`config.mk`:
```
export PLATFORM = sky130hd
export DESIGN_NAME = sensor_seq_gen
export DESIGN_NICKNAME = d
export VERILOG_FILES = /design/src/rtl/sensor_seq_gen_pkg.sv /design/src/rtl/sensor_seq_gen_seq_timer.sv /design/src/rtl/sensor_seq_gen.sv
export SDC_FILE = /design/constraint.sdc
export NUM_CORES = 1
export LEC_CHECK = 0
export CAP_MARGIN = 20
export CORE_MARGIN = 2
export CORE_UTILIZATION = 51
export CTS_CLUSTER_SIZE = 25
export DETAILED_ROUTE_END_ITERATION = 16
export MAX_ROUTING_LAYER = met4
export PLACE_DENSITY = 0.87
export SYNTH_ARGS = -nofsm -noshare
export SYNTH_HDL_FRONTEND = slang
export SYNTH_SLANG_ARGS = --single-unit
```
`constraint.sdc`:
```
create_clock -name clk -period 1.9 [get_ports clk]
set_clock_uncertainty 0.05 [all_clocks]
set_input_delay 0.38 -clock clk [delete_from_list [all_inputs] [get_ports clk]]
set_output_delay 0.38 -clock clk [all_outputs]
set_load 0.01 [all_outputs]
```
`src/rtl/sensor_seq_gen_pkg.sv`:
```
// Shared types and constants for the door-sensor sequence generator.
package sensor_seq_pkg;

    typedef enum logic [2:0] {
        IDLE,
        FIRST,
        GAP1,
        SECOND,
        TAIL
    } seq_state_t;

    localparam logic DIR_ENTRY = 1'b0;
    localparam logic DIR_EXIT  = 1'b1;
    localparam int   SENS_A    = 0;
    localparam int   SENS_B    = 1;
    localparam int   BTN_W     = 4;

    function automatic logic [BTN_W-1:0] sensor_bit(input int idx);
        logic [BTN_W-1:0] v;
        v      = '0;
        v[idx] = 1'b1;
        return v;
    endfunction

endpackage

```
`src/rtl/sensor_seq_gen_seq_timer.sv`:
```
// Loadable down-counter with a zero flag; holds at zero instead of wrapping.
module seq_timer #(
    parameter int CNT_W = 8
) (
    input  logic             clk,
    input  logic             reset,
    input  logic             load,
    input  logic             dec,
    input  logic [CNT_W-1:0] load_val,
    output logic             zero
);

    logic [CNT_W-1:0] count;

    always_ff @(posedge clk) begin
        if (reset) begin
            count <= '0;
        end else if (load) begin
            count <= load_val;
        end else if (dec && (count != '0)) begin
            count <= count - 1'b1;
        end
    end

    assign zero = (count == '0);

endmodule

```
`src/rtl/sensor_seq_gen.sv`:
```
// Turns entry/exit requests into timed two-sensor pulse sequences on a btn-style bus.
// Optional per-direction completion counters are enabled by SENSOR_SEQ_STATS_EN.
module sensor_seq_gen
    import sensor_seq_pkg::*;
#(
    parameter int PULSE_CYCLES = 1,
    parameter int GAP_CYCLES   = 1,
    parameter int CNT_W        = 8
) (
    input  logic             clk,
    input  logic             reset,
    input  logic             req_valid,
    input  logic             req_dir,
    output logic             req_ready,
    output logic [BTN_W-1:0] btn_out,
    output logic             busy,
    output logic             done
`ifdef SENSOR_SEQ_STATS_EN
    ,
    output logic [15:0]      entry_count,
    output logic [15:0]      exit_count
`endif
);

    localparam logic [CNT_W-1:0] PULSE_LOAD = CNT_W'(PULSE_CYCLES - 1);
    localparam logic [CNT_W-1:0] GAP_LOAD   = CNT_W'(GAP_CYCLES - 1);

    seq_state_t       state;
    seq_state_t       state_next;
    logic             dir_q;
    logic             dir_next;
    logic             load;
    logic             dec;
    logic [CNT_W-1:0] load_val;
    logic             zero;
    logic             finish;
    logic [BTN_W-1:0] btn_next;

    seq_timer #(
        .CNT_W(CNT_W)
    ) u_timer (
        .clk     (clk),
        .reset   (reset),
        .load    (load),
        .dec     (dec),
        .load_val(load_val),
        .zero    (zero)
    );

    always_comb begin
        state_next = state;
        dir_next   = dir_q;
        load       = 1'b0;
        dec        = 1'b0;
        load_val   = '0;
        finish     = 1'b0;
        case (state)
            IDLE: begin
                if (req_valid && req_ready) begin
                    state_next = FIRST;
                    dir_next   = req_dir;
                    load       = 1'b1;
                    load_val   = PULSE_LOAD;
                end
            end
            FIRST: begin
                if (zero) begin
                    state_next = GAP1;
                    load       = 1'b1;
                    load_val   = GAP_LOAD;
                end else begin
                    dec = 1'b1;
                end
            end
            GAP1: begin
                if (zero) begin
                    state_next = SECOND;
                    load       = 1'b1;
                    load_val   = PULSE_LOAD;
                end else begin
                    dec = 1'b1;
                end
            end
            SECOND: begin
                if (zero) begin
                    state_next = TAIL;
                    load       = 1'b1;
                    load_val   = GAP_LOAD;
                end else begin
                    dec = 1'b1;
                end
            end
            TAIL: begin
                if (zero) begin
                    state_next = IDLE;
                    finish     = 1'b1;
                end else begin
                    dec = 1'b1;
                end
            end
            default: state_next = IDLE;
        endcase

        // Outputs are decoded from the next state so the registered bus lines up with the state.
        btn_next = '0;
        if (state_next == FIRST) begin
            btn_next = sensor_bit((dir_next == DIR_EXIT) ? SENS_B : SENS_A);
        end else if (state_next == SECOND) begin
            btn_next = sensor_bit((dir_next == DIR_EXIT) ? SENS_A : SENS_B);
        end
    end

    always_ff @(posedge clk) begin
        if (reset) begin
            state     <= IDLE;
            dir_q     <= DIR_ENTRY;
            btn_out   <= '0;
            busy      <= 1'b0;
            done      <= 1'b0;
            req_ready <= 1'b1;
        end else begin
            state     <= state_next;
            dir_q     <= dir_next;
            btn_out   <= btn_next;
            busy      <= (state_next != IDLE);
            done      <= finish;
            req_ready <= (state_next == IDLE);
        end
    end

`ifdef SENSOR_SEQ_STATS_EN
    always_ff @(posedge clk) begin
        if (reset) begin
            entry_count <= '0;
            exit_count  <= '0;
        end else if (finish) begin
            if (dir_q == DIR_ENTRY) begin
                entry_count <= entry_count + 16'd1;
            end else begin
                exit_count <= exit_count + 16'd1;
            end
        end
    end
`endif

endmodule

```
**Word-level counts from Yosys, hierarchy flattened**

Index checks and enable logic that the tools add are counted.

- Add/sub/neg operators: 1
- Multiplexer cells: 21
- $lt $le $gt $ge: 4
- Eq/ne operators: 6
- Reduce and logical (&&, ||, !) cells: 13
- Bitwise logic cells: 1

Operator list:

| kind | count |
|---|---|
| 3-bit two-way mux | 5 |
| 3-bit case mux with 5 select lines | 1 |
| 1-bit two-way mux | 10 |
| 3-bit by 2-bit == test with 1-bit output, second input constant | 3 |
| 8-bit zero test | 1 |
| 4-bit two-way mux | 2 |
| 8-bit nonzero test | 1 |
| 8-bit by 1-bit subtractor with 8-bit output, second input constant | 1 |
| 3-bit by 1-bit == test with 1-bit output, second input constant | 2 |
| 3-bit zero test | 2 |
| 1-bit by 3-bit < comparator with 1-bit output, second input constant | 2 |
| 1-bit demux with 2-bit select | 2 |
| 1-bit logical AND | 4 |
| 2-bit OR reduction | 2 |
| 4-bit OR reduction | 1 |
| 3-bit == test, second input constant | 1 |
| 3-bit nonzero test | 1 |
| 3-bit OR reduction | 1 |
| 1-bit greater-or-equal comparator, second input constant | 2 |
| 1-bit case mux with 2 select lines | 1 |
| 1-bit inverter | 1 |

- Output and inout port bits: 7
- Bits of input ports: 4
- Logic and storage cells: 53
- Bits in registers: 19

**Logic depth before layout (Yosys ltp)**

- Word-level depth: 10
- Depth in mapped cells: 7

**Cells and area by module**

A second synthesis with hierarchy kept.

- Cell total of the unflattened synthesis: 106
- Area, all modules: 952.2 µm²

By module, submodules not included:

| module | cells each | sequential area each (µm²) | area each (µm²) | instances |
|---|---|---|---|---|
| seq_timer | 59 | 160.2 | 515.5 | 1 |
| sensor_seq_gen | 47 | 180.2 | 436.7 | 1 |

**Least setup slack after synthesis**

Ideal clock, no wire load.

- Kind: register -> register
- Start point: register u_timer.count[0]
- End point: register u_timer.count[7]
- Cell stages (with the launch flop): 8
- Library setup time: 0.127 ns
- Period minus slack after synthesis: 1.684 ns
- Setup slack: 0.216 ns
- Path buffers: 0
- Arrival: 1.507 ns
- Path through: dfxtp_1 inv_1 ha_1 nor3b_2 a2111oi_2 nand4b_1 xor2_1 nor2_1

- Word-level cells in the longest chain between the ends: 4
- Elaborated cells between the ends (all ways): 9
- Those cells by class: add/sub: 1; mux: 4; reduce/logical: 4

Ends and longest elaborated chain:

| item | line | source |
|---|---|---|
| from (decl) | sensor_seq_gen_seq_timer.sv:13 | `logic [CNT_W-1:0] count;` |
| from (signal assigned) | sensor_seq_gen_seq_timer.sv:19 | `count <= load_val;` |
| from (signal assigned) | sensor_seq_gen_seq_timer.sv:21 | `count <= count - 1'b1;` |
| 8-bit zero test | sensor_seq_gen_seq_timer.sv:25 | `assign zero = (count == '0);` |
| 1-bit two-way mux (on tied branches) | sensor_seq_gen.sv:67, sensor_seq_gen.sv:76, sensor_seq_gen.sv:85 |  |
| 1-bit case mux with 2 select lines or 1-bit two-way mux (tied branches) | - |  |
| 2-bit OR reduction (no line) or 1-bit logical AND (tied branches) | - |  |

Several ways; a longest one is shown, not always the timed one.
A chain may end at the register's enable or synchronous reset.

**Worst setup path after layout**

- Start point: register u_timer.count[1]
- End point: register btn_out[1]

- Word-level cells in the longest chain between the ends: 6
- Elaborated cells between the ends (all ways): 10
- Those cells by class: eq/ne: 2; mux: 7; reduce/logical: 1

Ends and longest elaborated chain:

| item | line | source |
|---|---|---|
| 8-bit zero test (*) | sensor_seq_gen_seq_timer.sv:25 |  |
| 3-bit two-way mux (on tied branches) | - |  |
| 3-bit case mux with 5 select lines (*) | sensor_seq_gen.sv:57 | `case (state)` |
| 3-bit by 2-bit == test with 1-bit output | sensor_seq_gen.sv:108 | `end else if (state_next == SECOND) begin` |
| 4-bit two-way mux | sensor_seq_gen.sv:108 |  |
| 4-bit two-way mux (*) | sensor_seq_gen.sv:106 | `if (state_next == FIRST) begin` |
| to (signal assigned) | sensor_seq_gen.sv:124 | `btn_out <= btn_next;` |
| to (decl) | sensor_seq_gen.sv:15 | `output logic [BTN_W-1:0] btn_out,` |

Every way passes the cells marked *; elsewhere a longest branch is shown, timed or not.

==> out/results.env <==
RUN_STATUS='completed'
NETLIST_INSTANCES=81
FINAL_MAX_SLEW_VIOL_COUNT=0
STARTING_UTILIZATION_OF_THE_CORE_AREA=0.535
CTS_HOLD_BUFFERS=0
PATH_CLASS='register to register'
CTSHTREEMAXLEVEL=1
MAX_CLOCK_FREQ_MHz=543
HOLD_PATH.CLASS='register to register'
TOTALWIRELENGTH_MM=1.49
DIE_AREA_UM2=1870
SYNTHESIS.AREA_UM2=787
YOSYSTOPAREACELL='sky130_fd_sc_hd__dfxtp_1'
DIE_W_UM=43.3
GRT_FIRST_PASS_WIRELENGTH_MM=2.30
ANTENNA_LEFT=0
CRITICAL_PATH_BUF_INV_COUNT=1
NUM_ANTENNA_CELLS=0
FINAL_COMMON_CELL='sky130_fd_sc_hd__dfxtp_1'
ROUTABILITYCONGESTION=0.715
CRITICAL_PATH.ENDPOINT_TYPE='register'
FP.DIEH_UM=43.3
ROW_COUNT=14
FP.COREAREA_UM2=1470
GRT_REMAINING_OVERFLOW=0
POWER.COMBINATIONAL.FRACTION=0.423
POWER.DENSITY_nW_PER_UM2=1220
SYNTH_LARGEST_TYPE_AREA_FRACTION=0.432
FINALHOLDVIOLATIONS=0
CTS_INSERTED_BUFFERS=3
CTS.REPORTEDPATHS.CLKPINSLEW_NS=0.11
CTS_TREE='done'
MIN_PERIOD_NS=1.84
SYNTHESIS.YOSYS.WARNINGS=0
CTS_MAX_PATH_BUFFERS=2
PWR-SHARE-CLK=0.179
INTERNAL_POWER_mW=0.737
SEQ_POWER_SHARE=0.398
FINALSETUPVIOLCOUNT=0
CLOCK_SINK_COUNT=17
ROUTE.VIAS.TOTAL=574
CRITICAL-PATH-MAX-STAGE-DELAY_NS=0.38
CRIT_PATH_MAX_FANOUT=4
FINAL_LAYOUT_SIZE_SUFFIX_GT1_FRAC=0.194
WORSTPATHREQUIRED_NS=2.11
SWSHARE=0.369
SYNTHFLOPTYPE='sky130_fd_sc_hd__dfxtp_1'
FINAL.PERIOD_UTILIZATION=0.970
SYNTH_SEQ_CELLS=17
POWER.LEAKAGE_nW=0.351
GRT_START_MAX_NET_PINS=12
DP.FINAL_HPWL_MM=1.04
GRT_PASS1_VIAS=541
YOSYS.CELL_TYPES.COUNT=30
P_SW_mW=0.431
ARR_TIME_CRIT_PATH_NS=2.05
CLOCK_LATENCY_NS=0.30
MOST-COMMON-LAYOUT-CELLS='17 x sky130_fd_sc_hd__dfxtp_1, 13 x sky130_fd_sc_hd__nor2_1, 8 x sky130_fd_sc_hd__clkdlybuf4s50_1'
GLOBAL_ROUTE.USAGE.TOTAL=0.175
SEQ_AREA_FRAC_SYNTH=0.432
AVGVIACOUNTPERCELL=5.27
REMAINING_DESIGN_RULE_VIOLATION_COUNT=0
DRT-INITIAL-DRC-COUNT=7
WORST_SETUP_PATH_START_KIND='register'
FRACTION_OF_REGISTERS_WITH_ASYNC_SET_OR_RESET_AFTER_SYNTHESIS=0
DRT_PASS1_ITERATIONS=4
SYNTHTOLAYOUTAREAGROWTH_PCT=21.8
SYNTH_ENABLE_FLOP_CELLS=0
FINAL_TOTAL_NEGATIVE_SETUP_SLACK_NS=0
NUM_IO_PINS=11
ANTENNA_FOUND_INITIAL=0
YS_TOP_CELLS_BY_AREA='sky130_fd_sc_hd__dfxtp_1 43%, sky130_fd_sc_hd__xor2_1 7.8%, sky130_fd_sc_hd__nor2_1 6.2%'
FINAL_NET_COUNT=100
CRIT_PATH_TOP_DELAY_CELL='sky130_fd_sc_hd__nor3b_4'
SYNTH_AREA_PER_CELL_UM2=9.72
CTS_ROOT_BUFFER='sky130_fd_sc_hd__clkbuf_4'
PORTBUFFERS=8
ROUTEDWLPERCELL_UM=13.7
FINALCOREUTILIZATION=0.651
MAX_CAP_VIOLATIONS=0
CRIT_FAMILY='simple AND/OR/NAND/NOR gates'
WORSTPATHCELLLIST='inv_1 -> ha_1 -> nor3b_4 -> nand3_2 -> mux2i_2 -> xor2_1 -> and2_1'
VDD_IR_DROP_MAX_uV=845
==> what timing repair did <==
item	in CTS	in global routing
endpoints found under the hold margin	0	0
gates resized for setup	0	7
setup buffers	0	1
setup endpoints to repair	0	9
==> Yosys cell counts (2+ instances only) <==
master	count
sky130_fd_sc_hd__a21oi_1	2
sky130_fd_sc_hd__buf_4	2
sky130_fd_sc_hd__dfxtp_1	17
sky130_fd_sc_hd__ha_1	2
sky130_fd_sc_hd__inv_1	4
sky130_fd_sc_hd__mux2i_1	2
sky130_fd_sc_hd__nand2_1	3
sky130_fd_sc_hd__nand3_1	4
sky130_fd_sc_hd__nand4_1	3
sky130_fd_sc_hd__nor2_1	13
sky130_fd_sc_hd__nor3_1	2
sky130_fd_sc_hd__xnor2_1	3
sky130_fd_sc_hd__xor2_1	7
==> sequential cells by signal, summed over array words and instances (netlist names) <==
| register | count |
|---|---|
| done | 1 |
| btn_out | 2 |
| u_timer.count | 8 |
| state | 3 |
| dir_q | 1 |
| busy | 1 |
| req_ready | 1 |
==> through the flow <==
step	cell area (um^2)	setup slack (ns)	std cells	total power [mW]	hold WS, ns
final	958	0.0575	109	1.17	0.479
after global routing	958	-0.0496	109	1.24	0.514
after CTS	910	0.0230	108	1.11	0.481
after floorplan	791	0.216	82	0.745	0.428
after global placement	880	0.149	104	0.891	0.442
after detailed placement	880	0.0365	104	0.904	0.456
==> routing by layer <==
metal / GRT usage / part of all wire / vias up / routed length (um)
li1: - / - / 295 / -
met1: 0.179 / 0.41 / 263 / 613
met2: 0.299 / 0.53 / 13 / 796
met3: 0.0766 / 0.043 / 3 / 64
met4: 0.0545 / 0.011 / 0 / 16
met5: - / 0 / - / 0
==> worst register-to-register path, stage by stage (launching register included) <==
cell and delay [ns]:
sky130_fd_sc_hd__dfxtp_1 0.36, sky130_fd_sc_hd__inv_1 0.09, sky130_fd_sc_hd__ha_1 0.16, sky130_fd_sc_hd__nor3b_4 0.38, sky130_fd_sc_hd__nand3_2 0.15, sky130_fd_sc_hd__mux2i_2 0.26, sky130_fd_sc_hd__xor2_1 0.20, sky130_fd_sc_hd__and2_1 0.14
==> path summary, 6_finish.rpt <==
| kind | depth (start not counted) | end | start | slack (ns) |
|---|---|---|---|---|
| setup / recovery | 7 | btn_out[1] | u_timer.count[1] | 0.06 |
| hold / removal | 2 | dir_q | dir_q | 0.48 |
| setup reg to reg | 7 | btn_out[1] | u_timer.count[1] | 0.06 |
| hold reg to reg | 2 | dir_q | dir_q | 0.48 |
==> cell type report <==
cell class,count,area (um^2)
Inverter,4,15.0
Tap cell,16,20.0
Clock inverter,1,7.51
Multi-Input combinational cell,58,458
Clock buffer,3,22.5
Timing Repair Buffer,10,95.1
Fill cell,116,513
Sequential cell,17,340
==> power by group through the flow <==
stage | clock network (mW) | registers, mW | logic (mW)
2_1_floorplan | 0 | 0.482 | 0.264
3_3_place_gp | 0 | 0.468 | 0.423
3_5_place_dp | 0 | 0.470 | 0.434
4_1_cts | 0.215 | 0.463 | 0.437
5_1_grt | 0.234 | 0.472 | 0.538
6_report | 0.209 | 0.464 | 0.495
==> kinds of logic (layout without fill, tap and decap cells) <==
| logic type | count (synthesis) | after routing | share of synthesized area |
|---|---|---|---|
| simple gates | 35 | 35 | 0.273 |
| compound gates | 7 | 7 | 0.0779 |
| other cells | 1 | 2 | 0.00476 |
| fa+ha+maj | 2 | 2 | 0.0318 |
| xor+xnor | 10 | 10 | 0.111 |
| mux | 2 | 2 | 0.0254 |
| flops | 17 | 17 | 0.432 |
| buf+inv | 7 | 18 | 0.0429 |
Note: power is estimated with default switching activity, not from simulation.
